--- src/rtl/dma_bus_arbiter.sv ---
// Memory bus arbiter with an OAM DMA engine: the CPU passes straight through
// when idle; during a transfer only HRAM and DMA-register accesses reach memory.
module dma_bus_arbiter #(
  parameter int unsigned DMA_LEN  = 160,
  parameter logic [15:0] OAM_BASE = 16'hFE00,
  parameter logic [15:0] DMA_REG  = 16'hFF46,
  parameter logic [15:0] HRAM_LO  = 16'hFF80
) (
  input  logic        clk,
  input  logic        rst,
  input  logic [15:0] cpu_addr,
  input  logic        cpu_re,
  input  logic        cpu_we,
  input  logic [7:0]  cpu_wdata,
  output logic [7:0]  cpu_rdata,
  output logic [15:0] mem_addr,
  output logic        mem_re,
  output logic        mem_we,
  output logic [7:0]  mem_wdata,
  input  logic [7:0]  mem_rdata,
  output logic        dma_active,
  output logic        dma_done
);
  localparam logic [7:0]  LAST_IDX = 8'(DMA_LEN - 1);
  localparam logic [15:0] HRAM_HI  = 16'hFFFE;

  typedef enum logic [1:0] {IDLE, START, READ, WRITE} state_t;

  state_t     state, state_nxt;
  logic [7:0] idx, idx_nxt;
  logic [7:0] src_hi, src_hi_nxt;
  logic [7:0] dbuf, dbuf_nxt;
  logic       done_nxt;
  logic       cpu_acc, hram_hit, reg_wr;

  // Source pages E0..FF alias the work RAM echo region, so fold them down.
  function automatic logic [7:0] echo_map(input logic [7:0] v);
    return (v >= 8'hE0) ? (v - 8'h20) : v;
  endfunction

  assign cpu_acc    = cpu_re | cpu_we;
  assign hram_hit   = cpu_acc && (cpu_addr >= HRAM_LO) && (cpu_addr <= HRAM_HI);
  assign reg_wr     = cpu_we && (cpu_addr == DMA_REG);
  assign dma_active = (state != IDLE);

  always_ff @(posedge clk or negedge rst) begin
    if (!rst) begin
      state    <= IDLE;
      idx      <= 8'h00;
      src_hi   <= 8'h00;
      dbuf     <= 8'h00;
      dma_done <= 1'b0;
    end else begin
      state    <= state_nxt;
      idx      <= idx_nxt;
      src_hi   <= src_hi_nxt;
      dbuf     <= dbuf_nxt;
      dma_done <= done_nxt;
    end
  end

  always_comb begin
    state_nxt  = state;
    idx_nxt    = idx;
    src_hi_nxt = src_hi;
    dbuf_nxt   = dbuf;
    done_nxt   = 1'b0;
    mem_addr   = cpu_addr;
    mem_re     = cpu_re & ~cpu_we;
    mem_we     = cpu_we;
    mem_wdata  = cpu_wdata;
    cpu_rdata  = mem_rdata;

    if (reg_wr) begin
      // A DMA register write always reaches memory and (re)starts the copy.
      src_hi_nxt = echo_map(cpu_wdata);
      idx_nxt    = 8'h00;
      state_nxt  = START;
    end else if ((state != IDLE) && !hram_hit) begin
      // DMA owns the bus; a CPU HRAM access would instead stall the engine.
      cpu_rdata = 8'hFF;
      mem_re    = 1'b0;
      mem_we    = 1'b0;
      case (state)
        START: state_nxt = READ;
        READ: begin
          mem_addr  = {src_hi, idx};
          mem_re    = 1'b1;
          dbuf_nxt  = mem_rdata;
          state_nxt = WRITE;
        end
        WRITE: begin
          mem_addr  = OAM_BASE + {8'h00, idx};
          mem_we    = 1'b1;
          mem_wdata = dbuf;
          if (idx == LAST_IDX) begin
            idx_nxt   = 8'h00;
            state_nxt = IDLE;
            done_nxt  = 1'b1;
          end else begin
            idx_nxt   = idx + 8'h01;
            state_nxt = READ;
          end
        end
        default: state_nxt = IDLE;
      endcase
    end
  end
endmodule

--- config.mk ---
export PLATFORM = sky130hd
export DESIGN_NAME = dma_bus_arbiter
export DESIGN_NICKNAME = d
export VERILOG_FILES = /design/src/rtl/dma_bus_arbiter.sv
export SDC_FILE = /design/constraint.sdc
export NUM_CORES = 1
export LEC_CHECK = 0
export CAP_MARGIN = 25
export CORE_ASPECT_RATIO = 0.7
export CORE_MARGIN = 8
export CORE_UTILIZATION = 48
export CTS_BUF_LIST = sky130_fd_sc_hd__clkbuf_8
export DETAILED_ROUTE_END_ITERATION = 8
export PLACE_DENSITY = 0.87
export RECOVER_POWER = 100
export SYNTH_ARGS = -nofsm -noshare
export SYNTH_HDL_FRONTEND = slang
export SYNTH_SLANG_ARGS = --single-unit
--- constraint.sdc ---
create_clock -name clk -period 6.1 [get_ports clk]
set_input_delay 1.22 -clock clk [delete_from_list [all_inputs] [get_ports clk]]
set_output_delay 1.22 -clock clk [all_outputs]
set_load 0.02 [all_outputs]
==> results of run 1 <==
final cells by class:
type | instances | area, µm²
clock buffers | 3 | 41.3
clock inverters | 1 | 5.00
fillers | 295 | 1030
inverters | 11 | 41.3
multi-input cells | 148 | 991
flip-flops and latches | 27 | 676
well taps | 50 | 62.6
repair buffers | 72 | 714
flip-flops by register name, summed over array words and instances, names as in the netlist:
signal	cells
dbuf	8
idx	8
src_hi	8
state	2
dma_done	1
logic make-up after synthesis:
group | share of synthesized area, %
DFF | 37.3
adders and majority gates | 1.38
buffers and inverters | 5.18
and+or+nand+nor | 27.9
AOI/OAI and AO/OA | 8.85
muxes | 19.4
final timing paths:
kind,slack (ns),start,endpoint
min in group asynchronous,1.80,rst,idx[1]$_DFFE_PN0P_
hold / removal,0.47,src_hi[0]$_DFFE_PN0P_,src_hi[0]$_DFFE_PN0P_
max in group asynchronous,3.46,rst,src_hi[4]$_DFFE_PN0P_
setup / recovery,0.63,cpu_addr[0],mem_wdata[2]
hold reg to reg,0.47,src_hi[0]$_DFFE_PN0P_,src_hi[0]$_DFFE_PN0P_
setup reg to reg,4.14,state[0]$_DFFE_PN0P_,idx[6]$_DFFE_PN0P_
report_power, final:
group | internal, mW | switching [mW]
clock | 0.0457 | 0.0547
sequential | 0.208 | 0.0414
combinational | 0.130 | 0.119
worst register-to-register path, cell delays in order, from the launching register on:
cell                       delay [ns]
sky130_fd_sc_hd__dfrtp_1         0.61
sky130_fd_sc_hd__o311ai_0        0.58
sky130_fd_sc_hd__or3_1           0.54
sky130_fd_sc_hd__a21oi_1         0.15
cell usage after synthesis (2+ instances only):
cell,n
sky130_fd_sc_hd__inv_1,11
sky130_fd_sc_hd__buf_2,2
sky130_fd_sc_hd__clkbuf_1,3
sky130_fd_sc_hd__mux2_2,21
sky130_fd_sc_hd__a21oi_1,9
sky130_fd_sc_hd__mux2i_1,7
sky130_fd_sc_hd__and4_1,2
sky130_fd_sc_hd__o21ai_0,9
sky130_fd_sc_hd__dfrtp_1,27
sky130_fd_sc_hd__and3_1,4
sky130_fd_sc_hd__mux2_4,3
sky130_fd_sc_hd__nand2b_1,9
sky130_fd_sc_hd__nor2b_1,2
sky130_fd_sc_hd__nand4_1,4
sky130_fd_sc_hd__nor2_1,14
sky130_fd_sc_hd__or3_1,5
sky130_fd_sc_hd__nor3_1,2
sky130_fd_sc_hd__nand2_1,28
sky130_fd_sc_hd__ha_1,2
sky130_fd_sc_hd__nand3_1,9
sky130_fd_sc_hd__nand2_2,2
per-layer routing:
metal	vias to the layer above	share of wire [%]
met5	-	0
met4	0	0.76
met3	2	11
met2	74	43
met1	768	46
li1	824	-
==> results.tsv, run 1 <==
metric	value	unit
layout_commonest_cell	sky130_fd_sc_hd__dlygate4sd3_1	
numClockSinks	27	
die-width	89.4	µm
seq_area_frac_synth	37.3	%
use_met3	5.45	%
die_area	0.00602	mm²
clock_insertion_delay_worst_skew	0.27	ns
worst_slew_pin_slew	1.54	ns
core_region_area	0.00356	mm²
via_count	1668	
port_buffers	71	
total_buffers_and_inverters_traversed_by_the_critical_path	2	
cp_max_fanout	16	
yosys_warnings	0	
worst_path_dominant_cell_family	simple AND/OR/NAND/NOR gates	
drt_iter0_drc	130	
max_freq	183	MHz
post_route_setup_tns	0	ns
worst_setup_hold_path_clk_slew	0.09	ns
pwr_density_cell	237	mW/mm²
dpl_worst_slack	0.949	ns
classification_of_the_worst_setup_path	primary input to primary output	
die_h	67.4	µm
layout.cells.non_filler	312	
whs_path_depth	2	
end_kind	primary output	
worst_clock_skew	0.00301	ns
synth.top_cells.by_area	sky130_fd_sc_hd__dfrtp_1 (37%), sky130_fd_sc_hd__mux2_2 (13%), sky130_fd_sc_hd__nand2_1 (5.8%)	
syn_area	0.00181	mm²
top_level_ports	72	
cts_repair_resize_count	0	
synth-main-ff-cell	sky130_fd_sc_hd__dfrtp_1	
reg2regPathDepth	3	
core.rowCount	18	
gr-max-usage-layer	met2	
post_drt_via_cell_ratio	5.35	
count_of_different_cell_masters_after_synthesis	39	
totalWireLength	5030	µm
number_of_enable_type_register_cells_in_the_synthesized_netlist	0	
antenna_found_initial	0	
numPlacedInstances	308	
yosysTopAreaCell	sky130_fd_sc_hd__dfrtp_1	
utilization	71.1	%
grt_first_pass_wirelength	8160	µm
cts-htree-levels	1	
critical_path.slowest_cell	sky130_fd_sc_hd__dlygate4sd3_1	
synth-seq-cells	27	
grt-ovfl-total	0	
commonest_cells_after_routing_fill_and_taps_aside	sky130_fd_sc_hd__dlygate4sd3_1 (37), sky130_fd_sc_hd__clkdlybuf4s50_1 (34), sky130_fd_sc_hd__nand2_1 (29)	
post_route_cells_drive_above_1_share	11.8	%
cp_slowest_stage_delay	0.66	ns
run_status	finished with violations	
timing_max_transition_violations_final	10	
placed_instance_area	0.00254	mm²
synth_top_area_share	37.3	%
cts_buffers	3	
critical_path_depth	7	
place.gp.congestion	0.903	
postCtsHoldBufs	0	
ant_nets	0	
crit_path_cell_trace	clkdlybuf4s50_1, or4_1, nor4_1, nand2_2, nand2_1, mux2_2, dlygate4sd3_1	
start_util	50.9	%
groute.layer.met2.usage	26.6	%
grt_use_total	17.3	%
cts_tree	done	
max-vdd-ir-drop	0.147	mV
final_design_area_no_fill	0.00253	mm²
post-cts-setup-buffer-count	0	
slew-limit-headroom	-3.79	%
final_critical_path_setup_slack	0.626	ns
finalSetupViolCount	0	
synth.avg_cell_area	9.38	µm²
use_met1	22.9	%
power.static_leakage	1.06	nW
data_arrival_at_the_endpoint_of_the_critical_path	4.25	ns
final_net_count	301	
largest_net_degree_at_the_start_of_global_routing	28	
period_needed	5.47	ns
cts_root_buffer	sky130_fd_sc_hd__clkbuf_8	
diodes	0	
rsz0062_at_grt	no	
first_pass_iters	4	
violations	capacitance limit, slew limit	
place.detailed.hpwl	4030	µm
remaining_drc_errors	0	
hold_slack	0.465	ns
final_min_period_over_clock_period	89.7	%
finalPower	0.599	mW
routed_wire_length_per_instance	16.1	µm
post_synth_inst_count	193	
clock_tree.buffer_depth	2	
classification_of_the_worst_slack_hold_path	flop to flop	
finalHoldViolCount	0	
crit_required	4.88	ns
timing.max_cap.violations	1	
start_kind	primary input	
syn_nets	231	
async_reset_ff_share	100	%
layout-area-overhead-vs-synth	39.8	%
number_of_global_route_vias_before_repair	1695	
Note: power is estimated with default switching activity, not from simulation.
==> run 2: changes to the inputs <==
--- a/config.mk
+++ b/config.mk
@@ -11,6 +11,7 @@
 export CORE_UTILIZATION = 48
 export CTS_BUF_LIST = sky130_fd_sc_hd__clkbuf_8
 export DETAILED_ROUTE_END_ITERATION = 8
+export HOLD_SLACK_MARGIN = 0.03
 export PLACE_DENSITY = 0.87
 export RECOVER_POWER = 100
 export SYNTH_ARGS = -nofsm -noshare
==> results of run 2 <==
Final layout, timing and power as in run 1 (identical DEF).
